**config.mk**
```make
export PLATFORM = sky130hd
export DESIGN_NAME = pipeline_ctrl
export DESIGN_NICKNAME = d
export VERILOG_FILES = /design/src/rtl/pipe_ctrl_pkg.sv /design/src/rtl/load_use_detect.sv /design/src/rtl/pipeline_ctrl.sv
export SDC_FILE = /design/constraint.sdc
export NUM_CORES = 1
export LEC_CHECK = 0
export ABC_AREA = 1
export BUFFER_PORTS_ARGS = -buffer_cell sky130_fd_sc_hd__clkbuf_2
export CORE_MARGIN = 2
export CORE_UTILIZATION = 25
export CTS_CLUSTER_DIAMETER = 150
export DETAILED_ROUTE_END_ITERATION = 7
export GPL_ROUTABILITY_DRIVEN = 1
export GPL_TIMING_DRIVEN = 0
export PLACE_DENSITY_LB_ADDON = 0.25
export SKIP_CTS_REPAIR_TIMING = 1
export SYNTH_ARGS = -nofsm -noshare
export SYNTH_HDL_FRONTEND = slang
export SYNTH_HIERARCHICAL = 1
export SYNTH_SLANG_ARGS = --single-unit
```
**constraint.sdc**
```tcl
create_clock -name clk -period 1.9 [get_ports clk]
set_input_delay 0 -clock clk [delete_from_list [all_inputs] [get_ports clk]]
set_output_delay 0 -clock clk [all_outputs]
set_load 0.05 [all_outputs]
```
**src/rtl/pipe_ctrl_pkg.sv**
```systemverilog
// Shared types and constants for the pipeline stall/flush controller.
package pipe_ctrl_pkg;

  localparam int unsigned REG_ADDR_W = 5;

  typedef enum logic [1:0] {
    ST_RUN      = 2'd0,
    ST_MEM_WAIT = 2'd1,
    ST_ERROR    = 2'd2
  } state_e;

  typedef struct packed {
    logic en;
    logic flush;
  } stage_ctrl_t;

endpackage

```
**src/rtl/load_use_detect.sv**
```systemverilog
// Flags an ID-stage instruction that reads the destination of a load still in EX.
module load_use_detect
  import pipe_ctrl_pkg::*;
(
  input  logic [REG_ADDR_W-1:0] i_id_rs1,
  input  logic [REG_ADDR_W-1:0] i_id_rs2,
  input  logic                  i_id_use_rs1,
  input  logic                  i_id_use_rs2,
  input  logic                  i_ex_memread,
  input  logic [REG_ADDR_W-1:0] i_ex_rd,
  output logic                  o_hazard
);

  logic w_rs1_hit;
  logic w_rs2_hit;

  assign w_rs1_hit = i_id_use_rs1 && (i_id_rs1 == i_ex_rd);
  assign w_rs2_hit = i_id_use_rs2 && (i_id_rs2 == i_ex_rd);
  // x0 is hardwired to zero, so a load targeting it can never create a dependency.
  assign o_hazard  = i_ex_memread && (i_ex_rd != '0) && (w_rs1_hit || w_rs2_hit);

endmodule

```
**src/rtl/pipeline_ctrl.sv**
```systemverilog
// Stall/flush controller for the 5-stage pipeline: memory-wait freeze, branch flush,
// load-use stall, memory-timeout error FSM and saturating performance counters.
module pipeline_ctrl
  import pipe_ctrl_pkg::*;
#(
  parameter int unsigned CNT_W       = 32,
  parameter int unsigned MEM_TIMEOUT = 16
) (
  input  logic                  clk,
  input  logic                  reset,
  input  logic [REG_ADDR_W-1:0] id_rs1,
  input  logic [REG_ADDR_W-1:0] id_rs2,
  input  logic                  id_use_rs1,
  input  logic                  id_use_rs2,
  input  logic                  ex_memread,
  input  logic [REG_ADDR_W-1:0] ex_rd,
  input  logic                  ex_branch_taken,
  input  logic                  dmem_req,
  input  logic                  dmem_ready,
  output logic                  pc_en,
  output logic                  ifid_en,
  output logic                  idex_en,
  output logic                  exmem_en,
  output logic                  memwb_en,
  output logic                  ifid_flush,
  output logic                  idex_flush,
  output logic                  memwb_flush,
  output logic                  mem_err,
  output logic                  halted,
  output logic [CNT_W-1:0]      stall_cycles,
  output logic [CNT_W-1:0]      flush_count
);

  localparam logic [7:0] LP_TIMEOUT = 8'(MEM_TIMEOUT);

  state_e           r_state;
  state_e           w_state_nxt;
  logic [7:0]       r_wait_cnt;
  logic [7:0]       w_wait_nxt;
  logic             r_mem_err;
  logic [CNT_W-1:0] r_stall_cycles;
  logic [CNT_W-1:0] r_flush_count;

  logic             w_load_use;
  logic             w_freeze;
  logic             w_branch_hon;
  logic             w_pc_en;
  logic             w_exmem_en;
  stage_ctrl_t      w_ifid;
  stage_ctrl_t      w_idex;
  stage_ctrl_t      w_memwb;

  load_use_detect u_load_use_detect (
    .i_id_rs1     (id_rs1),
    .i_id_rs2     (id_rs2),
    .i_id_use_rs1 (id_use_rs1),
    .i_id_use_rs2 (id_use_rs2),
    .i_ex_memread (ex_memread),
    .i_ex_rd      (ex_rd),
    .o_hazard     (w_load_use)
  );

  // In RUN a freeze needs an outstanding request; once in MEM_WAIT only ready releases it.
  assign w_freeze = (r_state == ST_RUN) ? (dmem_req && !dmem_ready) : !dmem_ready;

  always_comb begin
    w_pc_en      = 1'b0;
    w_exmem_en   = 1'b0;
    w_ifid       = '0;
    w_idex       = '0;
    w_memwb      = '0;
    w_branch_hon = 1'b0;
    w_state_nxt  = r_state;
    w_wait_nxt   = r_wait_cnt;
    if (reset) begin
      w_ifid.flush  = 1'b1;
      w_idex.flush  = 1'b1;
      w_memwb.flush = 1'b1;
    end else begin
      case (r_state)
        ST_RUN, ST_MEM_WAIT: begin
          if (w_freeze) begin
            w_memwb.flush = 1'b1;
            if (r_state == ST_RUN) begin
              w_state_nxt = ST_MEM_WAIT;
              w_wait_nxt  = 8'd1;
            end else begin
              w_wait_nxt = r_wait_cnt + 8'd1;
              if (w_wait_nxt == LP_TIMEOUT) w_state_nxt = ST_ERROR;
            end
          end else begin
            w_state_nxt = ST_RUN;
            w_wait_nxt  = '0;
            w_pc_en     = 1'b1;
            w_ifid.en   = 1'b1;
            w_idex.en   = 1'b1;
            w_exmem_en  = 1'b1;
            w_memwb.en  = 1'b1;
            if (ex_branch_taken) begin
              w_ifid.flush = 1'b1;
              w_idex.flush = 1'b1;
              w_branch_hon = 1'b1;
            end else if (w_load_use) begin
              w_pc_en      = 1'b0;
              w_ifid.en    = 1'b0;
              w_idex.flush = 1'b1;
            end
          end
        end
        default: begin
        end
      endcase
    end
  end

  always_ff @(posedge clk) begin
    if (reset) begin
      r_state        <= ST_RUN;
      r_wait_cnt     <= '0;
      r_mem_err      <= 1'b0;
      r_stall_cycles <= '0;
      r_flush_count  <= '0;
    end else begin
      r_state    <= w_state_nxt;
      r_wait_cnt <= w_wait_nxt;
      if (w_state_nxt == ST_ERROR) r_mem_err <= 1'b1;
      if ((r_state != ST_ERROR) && !w_pc_en && (r_stall_cycles != '1))
        r_stall_cycles <= r_stall_cycles + CNT_W'(1);
      if (w_branch_hon && (r_flush_count != '1))
        r_flush_count <= r_flush_count + CNT_W'(1);
    end
  end

  assign pc_en        = w_pc_en;
  assign ifid_en      = w_ifid.en;
  assign idex_en      = w_idex.en;
  assign exmem_en     = w_exmem_en;
  assign memwb_en     = w_memwb.en;
  assign ifid_flush   = w_ifid.flush;
  assign idex_flush   = w_idex.flush;
  assign memwb_flush  = w_memwb.flush;
  assign mem_err      = r_mem_err;
  assign halted       = (r_state == ST_ERROR);
  assign stall_cycles = r_stall_cycles;
  assign flush_count  = r_flush_count;

endmodule

```
==> results of run 1 <==
-- per-layer routing --
layer | track usage, % | up-vias | share of wire, %
met2 | 23.1 | 111 | 44
met1 | 20.3 | 2453 | 50
met4 | 5.00 | 0 | 1.5
met3 | 2.29 | 16 | 4.3
met5 | 0 | - | 0
li1 | - | 2904 | -
-- per-stage QoR --
stage / power [W] / utilization, % / hold slack (ns) / cells
floorplan: 0.00188 / - / 0.339 / 849
global placement: 0.00199 / 29.9 / 0.453 / 1209
detailed placement: 0.00199 / 29.9 / 0.449 / 1209
CTS: 0.00366 / 31.3 / 0.0960 / 1225
global route: 0.00377 / 32.2 / 0.149 / 1236
finish: 0.00364 / 32.2 / 0.107 / 1236
-- layout by cell type, fill, tap and decap left out, types with 3 or more instances in the layout --
| master | n |
|---|---|
| clkbuf_2 | 95 |
| inv_1 | 93 |
| nand2_1 | 313 |
| a21oi_1 | 54 |
| clkbuf_1 | 9 |
| nand2_4 | 4 |
| dfxtp_4 | 3 |
| a21oi_2 | 3 |
| nor2_4 | 5 |
| xnor2_1 | 4 |
| nand4_1 | 11 |
| dfxtp_2 | 12 |
| nand3b_1 | 9 |
| nand2_2 | 6 |
| buf_6 | 8 |
| dfxtp_1 | 60 |
| xor2_1 | 18 |
| nor3_2 | 6 |
| nand3_1 | 47 |
| nor3_1 | 23 |
| nor2_1 | 111 |
| clkbuf_16 | 9 |
| o21ai_0 | 19 |
| nor2_2 | 7 |
| buf_4 | 15 |
-- power by group through the flow --
stage / sequential (W) / clock [W] / combinational, W
after floorplan: 0.00166 / 0 / 0.000217
after global placement: 0.00163 / 0 / 0.000355
after detailed placement: 0.00163 / 0 / 0.000357
after CTS: 0.00160 / 0.00170 / 0.000358
after global routing: 0.00160 / 0.00176 / 0.000403
final: 0.00160 / 0.00167 / 0.000365
-- worst max-delay path by stage --
stage,cells past startpoint,from,slack (ns),end
6_report,12,stall_cycles[0],0.12,stall_cycles[21]
3_5_place_dp,14,ex_rd[3],-0.19,stall_cycles[11]
5_1_grt,9,flush_count[4],-0.01,flush_count[2]
3_3_place_gp,15,ex_rd[3],-0.17,stall_cycles[27]
2_1_floorplan,9,flush_count[24],0.002,flush_count[31]
4_1_cts,12,stall_cycles[0],-0.13,stall_cycles[28]
-- critical path, delay by kind of cell, from the launching register on --
| family | cells | cell delay [ns] |
|---|---|---|
| AND/OR/NAND/NOR | 7 | 0.67 |
| flip-flops | 1 | 0.37 |
| AO/OA/AOI/OAI | 1 | 0.06 |
| buffers and inverters | 3 | 0.35 |
| adder cells (fa/ha/maj) | 1 | 0.18 |
-- sequential cells by signal (all words and copies together) (netlist names) --
name          count
mem_err           1
r_state           2
flush_count      32
stall_cycles     32
r_wait_cnt        8
-- area by class of cell --
type	count	share of cell area, %
plain buffers	21	2.50
clock buffers	12	4.07
clock inverters	4	0.397
inverters	97	5.86
multi-input cells	657	48.9
flip-flops and latches	75	24.2
well taps	265	5.26
repair buffers	105	8.74
-- logic make-up after synthesis --
group           count (synthesis)  share of synthesized area (%)
flops                          75                           29.9
buf+inv                       118                           10.5
simple gates                  547                           46.0
xor+xnor                       22                           3.83
compound gates                 84                           9.13
fa+ha+maj                       3                          0.746
==> flow_metrics.env, run 1 <==
export IMPL_core_mm2=0.0196
export IMPL_antennaDiodeCount=0
export IMPL_maxCapViolations=0
export IMPL_min_path_type="in -> reg"
export IMPL_clk_pin_slew_worst_paths_ns=0.06
export IMPL_rows=51
export IMPL_area_growth_pct=25.3
export IMPL_ys_warn_count=6
export IMPL_io_pins=97
export IMPL_syn_nets=875
export IMPL_finalSetupViolations=0
export IMPL_grt_pass1_vias=4986
export IMPL_drive_gt1_share_pct=19.4
export IMPL_crit_slowest_cell="dfxtp_4"
export IMPL_avgSynthCellArea_um2=5.92
export IMPL_critical_path_class="reg -> reg"
export IMPL_yosys_area_top_type="dfxtp_1"
export IMPL_switching_share_pct=27.2
export IMPL_ant_nets=0
export IMPL_yosysTopAreaCellShare_pct=29.9
export IMPL_hold_depth=6
export IMPL_maxSlewViolCount=0
export IMPL_relSlewSlack_pct=58.3
export IMPL_rr_startpoint="stall_cycles[0]"
export IMPL_internal_power_w=0.00265
export IMPL_fmax_mhz=562
export IMPL_post_place_ws_ns=-0.193
export IMPL_p_clk_share_pct=45.9
export IMPL_synth_seq_cells=75
export IMPL_setup_tns_final_ns=0
export IMPL_grt_pass1_wl_um=25200
export IMPL_synth_edf_count=0
export IMPL_worst_slew_pin_slew_ns=0.625
export IMPL_r2r_slack_ns=0.12
export IMPL_p_per_area_mw_per_mm2=577
export IMPL_antenna_found_initial=0
export IMPL_cts_tree="yes"
export IMPL_synth_flop_cell="dfxtp_1"
export IMPL_htreeDepth=3
export IMPL_clock_skew_ns=0.00746
export IMPL_r2r_end="stall_cycles[21]"
export IMPL_cp_required_ns=2.11
export IMPL_cp_slowest_stage_delay_ns=0.37
export IMPL_seqCellArea_mm2=0.00153
export IMPL_period_needed_ns=1.78
export IMPL_cts_num_sinks=75
export IMPL_pwr_share_seq_pct=44.0
export IMPL_placed_area_mm2=0.00585
export IMPL_p_sw_w=0.000987
export IMPL_startpoint_type="flop"
export IMPL_globalplace_congestion=0.883
export IMPL_fillers=2214
export IMPL_max_vdd_ir_drop_uv=366
export IMPL_nets=992
export IMPL_die_h_um=146
export IMPL_min_delay_start="dmem_ready"
export IMPL_clk_latency_ns=0.35
export IMPL_crit_top_cell="nor2_4"
export IMPL_critPathCaptureType="flop"
export IMPL_synth_area_top_cells="dfxtp_1 (30%), nand2_1 (24%), nor2_1 (8.7%)"
export IMPL_drc=0
export IMPL_post_route_period_util_pct=93.7
export IMPL_cts_buffers=9
export IMPL_dieArea_mm2=0.0213
export IMPL_grt_use_total_pct=14.6
export IMPL_port_buffers=95
export IMPL_cp_max_fo=8
export IMPL_first_pass_iters=4
export IMPL_synth_cell_type_count=34
export IMPL_place_hpwl_um=12200
export IMPL_vias=5484
export IMPL_via_per_inst=4.44
export IMPL_hold_end="r_wait_cnt[0]"
export IMPL_grt_overflow=0
export IMPL_cts_buffer_depth=2
export IMPL_wl_um=15700
export IMPL_async_reset_ff_share_pct=0
export IMPL_synth_area_mm2=0.00503
export IMPL_die_x_um=146
export IMPL_seq_area_frac_synth_pct=29.9
export IMPL_worst_slack_ns=0.121
export IMPL_multi_input_area_mm2=0.00308
export IMPL_clockRootBuffer="clkbuf_16"
export IMPL_synth_most_common_cell="nand2_1"
export IMPL_cp_arrival_ns=1.99
export IMPL_p_comb_share_pct=10.0
export IMPL_initial_core_util_pct=25.7
export IMPL_crit_chain="ha_4, nand2_2, nor2_4, nand2_2, inv_2, nand2_4, nor2_4, nor2_4, clkinv_4, buf_4, nand2_1, a21oi_1"
export IMPL_final_area_mm2=0.00630
export IMPL_status="complete, no violations"
export IMPL_hold_viol=0
export IMPL_wl_per_cell_um=12.7
export IMPL_reg2reg_depth=12
export IMPL_ys_top_cells_by_count="nand2_1 (315), nor2_1 (116), inv_1 (93)"
export IMPL_drt_initial_drc_count=331
export IMPL_synthCells=849
export IMPL_p_leak_nw=2.63
export IMPL_grt_max_degree=13
(Power assumes the default switching activity.)
==> inputs of run 2 (changes only) <==
Clock period 1.9 ns to 1.67 ns, I/O delays scaled along.
==> run 2 against run 1 <==
The run now ends with setup timing left. Setup slack worse by 0.19 ns. Non-clock buffer count is 20 higher. Global-route usage is 0.25 points higher. Cell count is 1.6% higher. First-iteration DRC count is 21% lower. Combinational power is 46% higher. Register-to-register slack worse by 0.19 ns. Sequential share of layout area is 1.0 points lower. Final area is 11% higher. Count of clock-buffer cells in the layout is 1 higher. Critical path type unchanged. Highest routed layer unchanged.
==> flow_metrics.env, run 2 (synthesis gave the netlist of run 1 again) <==
export IMPL_status="complete, but fails checks"
export IMPL_violations="setup timing"
export IMPL_ant_nets=0
export IMPL_r2r_slack_ns=-0.07
export IMPL_maxCapViolations=0
export IMPL_rr_startpoint="r_state[1]"
export IMPL_dieArea_mm2=0.0213
export IMPL_hold_viol=0
export IMPL_relSlewSlack_pct=55.6
export IMPL_port_buffers=95
export IMPL_worst_slew_pin_slew_ns=0.665
export IMPL_finalSetupViolations=47
export IMPL_p_per_area_mw_per_mm2=617
export IMPL_multi_input_area_mm2=0.00339
export IMPL_maxSlewViolCount=0
export IMPL_critPathCaptureType="flop"
export IMPL_antennaDiodeCount=0
export IMPL_final_cells=1256
export IMPL_post_route_period_util_pct=104
export IMPL_cts_buffers=9
export IMPL_startpoint_type="flop"
export IMPL_cts_tree="yes"
export IMPL_critical_path_class="reg -> reg"
export IMPL_post_place_ws_ns=-0.341
export IMPL_seqCellArea_mm2=0.00162
export IMPL_cp_arrival_ns=2.01
export IMPL_dp_cells=1209
export IMPL_p_leak_nw=3.03
export IMPL_period_needed_ns=1.74
export IMPL_die_x_um=146
export IMPL_clk_pin_slew_worst_paths_ns=0.06
export IMPL_htreeDepth=3
export IMPL_place_hpwl_um=12400
export IMPL_final_cell_mix="nand2_1 (287), nor2_1 (105), clkbuf_2 (93)"
export IMPL_clock_skew_ns=0.00835
export IMPL_r2r_end="flush_count[25]"
export IMPL_nets=1012
export IMPL_rows=51
export IMPL_final_common_cell="nand2_1"
export IMPL_reg2reg_depth=11
export IMPL_max_vdd_ir_drop_uv=354
export IMPL_area_growth_pct=38.8
export IMPL_fillers=2174
export IMPL_grt_pass1_wl_um=25800
export IMPL_globalplace_congestion=0.856
export IMPL_cp_required_ns=1.94
export IMPL_cp_endpoint="flush_count[25]"
export IMPL_cts_num_sinks=75
export IMPL_drc=0
export IMPL_clk_latency_ns=0.34
export IMPL_die_h_um=146
export IMPL_initial_core_util_pct=25.7
export IMPL_rsz0062_at_grt="true"
export IMPL_core_mm2=0.0196
export IMPL_vias=5645
export IMPL_worst_slack_ns=-0.0739
export IMPL_grt_max_degree=13
export IMPL_grt_pass1_vias=5078
export IMPL_io_pins=97
export IMPL_grt_overflow=0
export IMPL_clockRootBuffer="clkbuf_16"
export IMPL_drt_initial_drc_count=260
export IMPL_wl_per_cell_um=13.1
export IMPL_cts_buffer_depth=2
export IMPL_antenna_found_initial=0
export IMPL_fin_hold_ws_ns=0.0956
export IMPL_cp_max_fo=7
export IMPL_fmax_mhz=573
export IMPL_min_path_type="in -> reg"
export IMPL_via_per_inst=4.49
export IMPL_drive_gt1_share_pct=32.4
export IMPL_wl_um=16400
export IMPL_grt_use_total_pct=14.9
export IMPL_first_pass_iters=5
export IMPL_startpoint="r_state[1]"
-- run 2: cell count changes in the layout (fill, tap and decap cells not counted), moves of 6 or more --
cell,change
dfxtp_2,+39
nand2_4,+13
buf_4,+13
nand2_1,-26
nand2_2,+13
nor2_1,-6
a21oi_1,-22
dfxtp_4,+12
dfxtp_1,-51
a21oi_2,+22
buf_8,+6
nor2_4,+6
-- run 2: metal layers --
metal | up-vias | wire length [um] | global-route usage [%]
li1 | 2949 | - | -
met1 | 2582 | 8080 | 19.9
met2 | 102 | 7510 | 24.2
met3 | 12 | 629 | 2.57
met4 | 0 | 218 | 5.15
met5 | - | 0 | 0
-- run 2: area by class of cell --
type / count / share of cell area, %
clock inverters: 3 / 0.574
well taps: 265 / 4.75
clock buffers: 13 / 3.58
plain buffers: 21 / 2.60
flip-flops and latches: 75 / 23.2
multi-input cells: 657 / 48.6
inverters: 97 / 5.34
repair buffers: 125 / 11.3
-- run 2: metrics by stage --
| stage | total power [W] | util (%) | area (um^2) | TNS [ns] |
|---|---|---|---|---|
| global placement | 0.00226 | 30.5 | 5980 | -12.48 |
| finish | 0.00431 | 35.6 | 6980 | -1.57 |
| global route | 0.00450 | 35.6 | 6980 | -6.12 |
| detailed placement | 0.00226 | 30.5 | 5980 | -12.74 |
| CTS | 0.00426 | 32.0 | 6270 | -10.90 |
| floorplan | 0.00214 | - | 5170 | -0.366 |
-- run 2: worst max-delay path, cell delays in order (launching register included) --
cell and delay [ns]:
dfxtp_2 0.31, buf_6 0.12, nor2_4 0.09, nand2_2 0.07, nand2_4 0.11, nand2_4 0.09, nor2_8 0.15, a21boi_4 0.21
buf_6 0.16, buf_8 0.14, nand2_2 0.06, a21oi_2 0.13
-- run 2: how the worst min path moves through the flow --
stage	startpoint	to	slack [ns]	depth (start not counted)
floorplan	dmem_ready	r_wait_cnt[0]	0.34	5
global placement	mem_err	mem_err	0.45	2
detailed placement	mem_err	mem_err	0.45	2
CTS	dmem_ready	r_wait_cnt[0]	0.10	6
global route	dmem_ready	r_wait_cnt[0]	0.12	6
finish	dmem_ready	r_wait_cnt[0]	0.1	6
-- run 2: power by group --
group | switching, W | internal (W)
logic | 0.000334 | 0.000199
registers | 0.0000197 | 0.00178
clock network | 0.000776 | 0.00120
total | 0.00113 | 0.00318
==> inputs of run 3 (changes only) <==
Settings changed: CORE_UTILIZATION 25 to 48.
==> run 3 against run 2 <==
The flow still finishes with violations (setup timing). Core utilization is 31 points higher. Critical path depth down 1. First-iteration DRC count grew 61%. Fmax increased by 0.99%. Largest power group is now sequential cells.
==> flow_metrics.env, run 3 (synthesis gave the netlist of run 1 again) <==
export IMPL_drt_initial_drc_count=419
export IMPL_final_common_cell="nand2_1"
export IMPL_status="complete, but fails checks"
export IMPL_ant_nets=0
export IMPL_first_pass_iters=5
export IMPL_cts_buffers=9
export IMPL_p_leak_nw=2.97
export IMPL_critPathCaptureType="flop"
export IMPL_grt_max_degree=13
export IMPL_worst_slack_ns=-0.0569
export IMPL_startpoint_type="flop"
export IMPL_max_vdd_ir_drop_uv=415
export IMPL_globalplace_congestion=0.949
export IMPL_r2r_slack_ns=-0.06
export IMPL_vias=5899
export IMPL_antennaDiodeCount=0
export IMPL_crit_top_cell="nand2_4"
export IMPL_final_cell_mix="nand2_1 (279), nor2_1 (104), clkbuf_2 (93)"
export IMPL_p_per_area_mw_per_mm2=554
export IMPL_power_w=0.00377
export IMPL_initial_core_util_pct=49.2
export IMPL_nets=1026
export IMPL_htreeDepth=3
export IMPL_place_hpwl_um=10500
export IMPL_port_buffers=95
export IMPL_maxCapViolations=0
export IMPL_fmax_mhz=579
export IMPL_grt_pass1_wl_um=22400
export IMPL_area_growth_pct=35.3
export IMPL_min_path_type="in -> reg"
export IMPL_grt_overflow=0
export IMPL_wl_um=15200
export IMPL_reg2reg_depth=10
export IMPL_cts_tree="yes"
export IMPL_period_needed_ns=1.73
export IMPL_drive_gt1_share_pct=34.3
export IMPL_wl_per_cell_um=13.3
export IMPL_clockRootBuffer="clkbuf_8"
export IMPL_grt_use_total_pct=24.4
export IMPL_antenna_found_initial=0
export IMPL_fin_hold_ws_ns=0.157
export IMPL_violations="setup timing"
export IMPL_rsz0062_at_grt="true"
export IMPL_rows=37
export IMPL_grt_pass1_vias=4779
export IMPL_finalSetupViolations=39
export IMPL_drc=0
export IMPL_worst_slew_pin_slew_ns=0.631
export IMPL_clock_skew_ns=0.0117
export IMPL_cts_num_sinks=75
export IMPL_die_x_um=106
export IMPL_hold_depth=6
export IMPL_relSlewSlack_pct=57.9
export IMPL_crit_chain="buf_6, nor2_4, nand2_2, nand2_4, nand2_4, nor2_8, a21boi_4, buf_4, o21ai_0, a21oi_1"
export IMPL_via_per_inst=5.17
export IMPL_hold_viol=0
export IMPL_fillers=928
export IMPL_cts_buffer_depth=2
export IMPL_maxSlewViolCount=0
export IMPL_clk_latency_ns=0.35
export IMPL_dieArea_mm2=0.0113
export IMPL_post_place_ws_ns=-0.225
export IMPL_critical_path_class="reg -> reg"
export IMPL_final_cells=1141
export IMPL_cp_arrival_ns=2.00
export IMPL_core_mm2=0.0102
export IMPL_crit_slowest_cell="a21boi_4"
export IMPL_cp_max_fo=7
export IMPL_cp_required_ns=1.94
export IMPL_io_pins=97
export IMPL_cp_slowest_stage_delay_ns=0.34
export IMPL_die_h_um=106
export IMPL_post_route_period_util_pct=103
export IMPL_clk_pin_slew_worst_paths_ns=0.08
export IMPL_dp_cells=1080
run 3: per-layer routing:
metal  up-vias  share of wire (%)  global-route usage, %
li1       2982                  -                      -
met1      2685                 46                   34.9
met2       210                 46                   36.5
met3        22                6.6                   4.72
met4         0                1.8                   8.65
met5         -                  0                      0
run 3: critical path: cells and delay by family (launching register included):
family	cells	cell delay, ns
AOI/OAI and AO/OA	3	0.54
buffers and inverters	2	0.29
DFF	1	0.32
and+or+nand+nor	5	0.49
run 3: metrics by stage:
stage	instance area (um^2)	utilization, %	TNS, ns
after floorplan	5170	-	-0.366
after global placement	5820	56.9	-7.94
after detailed placement	5820	56.9	-8.55
after CTS	6010	58.8	-6.65
after global routing	6810	66.5	-4.80
final	6810	66.5	-0.733
run 3: power by group:
group          internal (W)  total [W]  switching [W]  leakage [nW]
clock              0.000726    0.00142       0.000691         0.103
combinational      0.000215   0.000546       0.000331          2.23
sequential          0.00179    0.00181      0.0000219         0.641
run 3: final timing paths:
path,from,to
worst max-delay path,r_state[1],flush_count[2]
worst max register to register,r_state[1],flush_count[2]
worst min register to register,mem_err,mem_err
worst min-delay path,dmem_ready,r_wait_cnt[7]
run 3: cell type report:
type	count	area [um^2]	share of cell area [%]
Inverter	97	369	5.42
Clock buffer	11	141	2.08
Tap cell	136	170	2.50
Sequential cell	75	1610	23.7
Timing Repair Buffer	139	896	13.2
Multi-Input combinational cell	657	3390	49.8
Buffer	21	176	2.59
Clock inverter	5	51.3	0.754
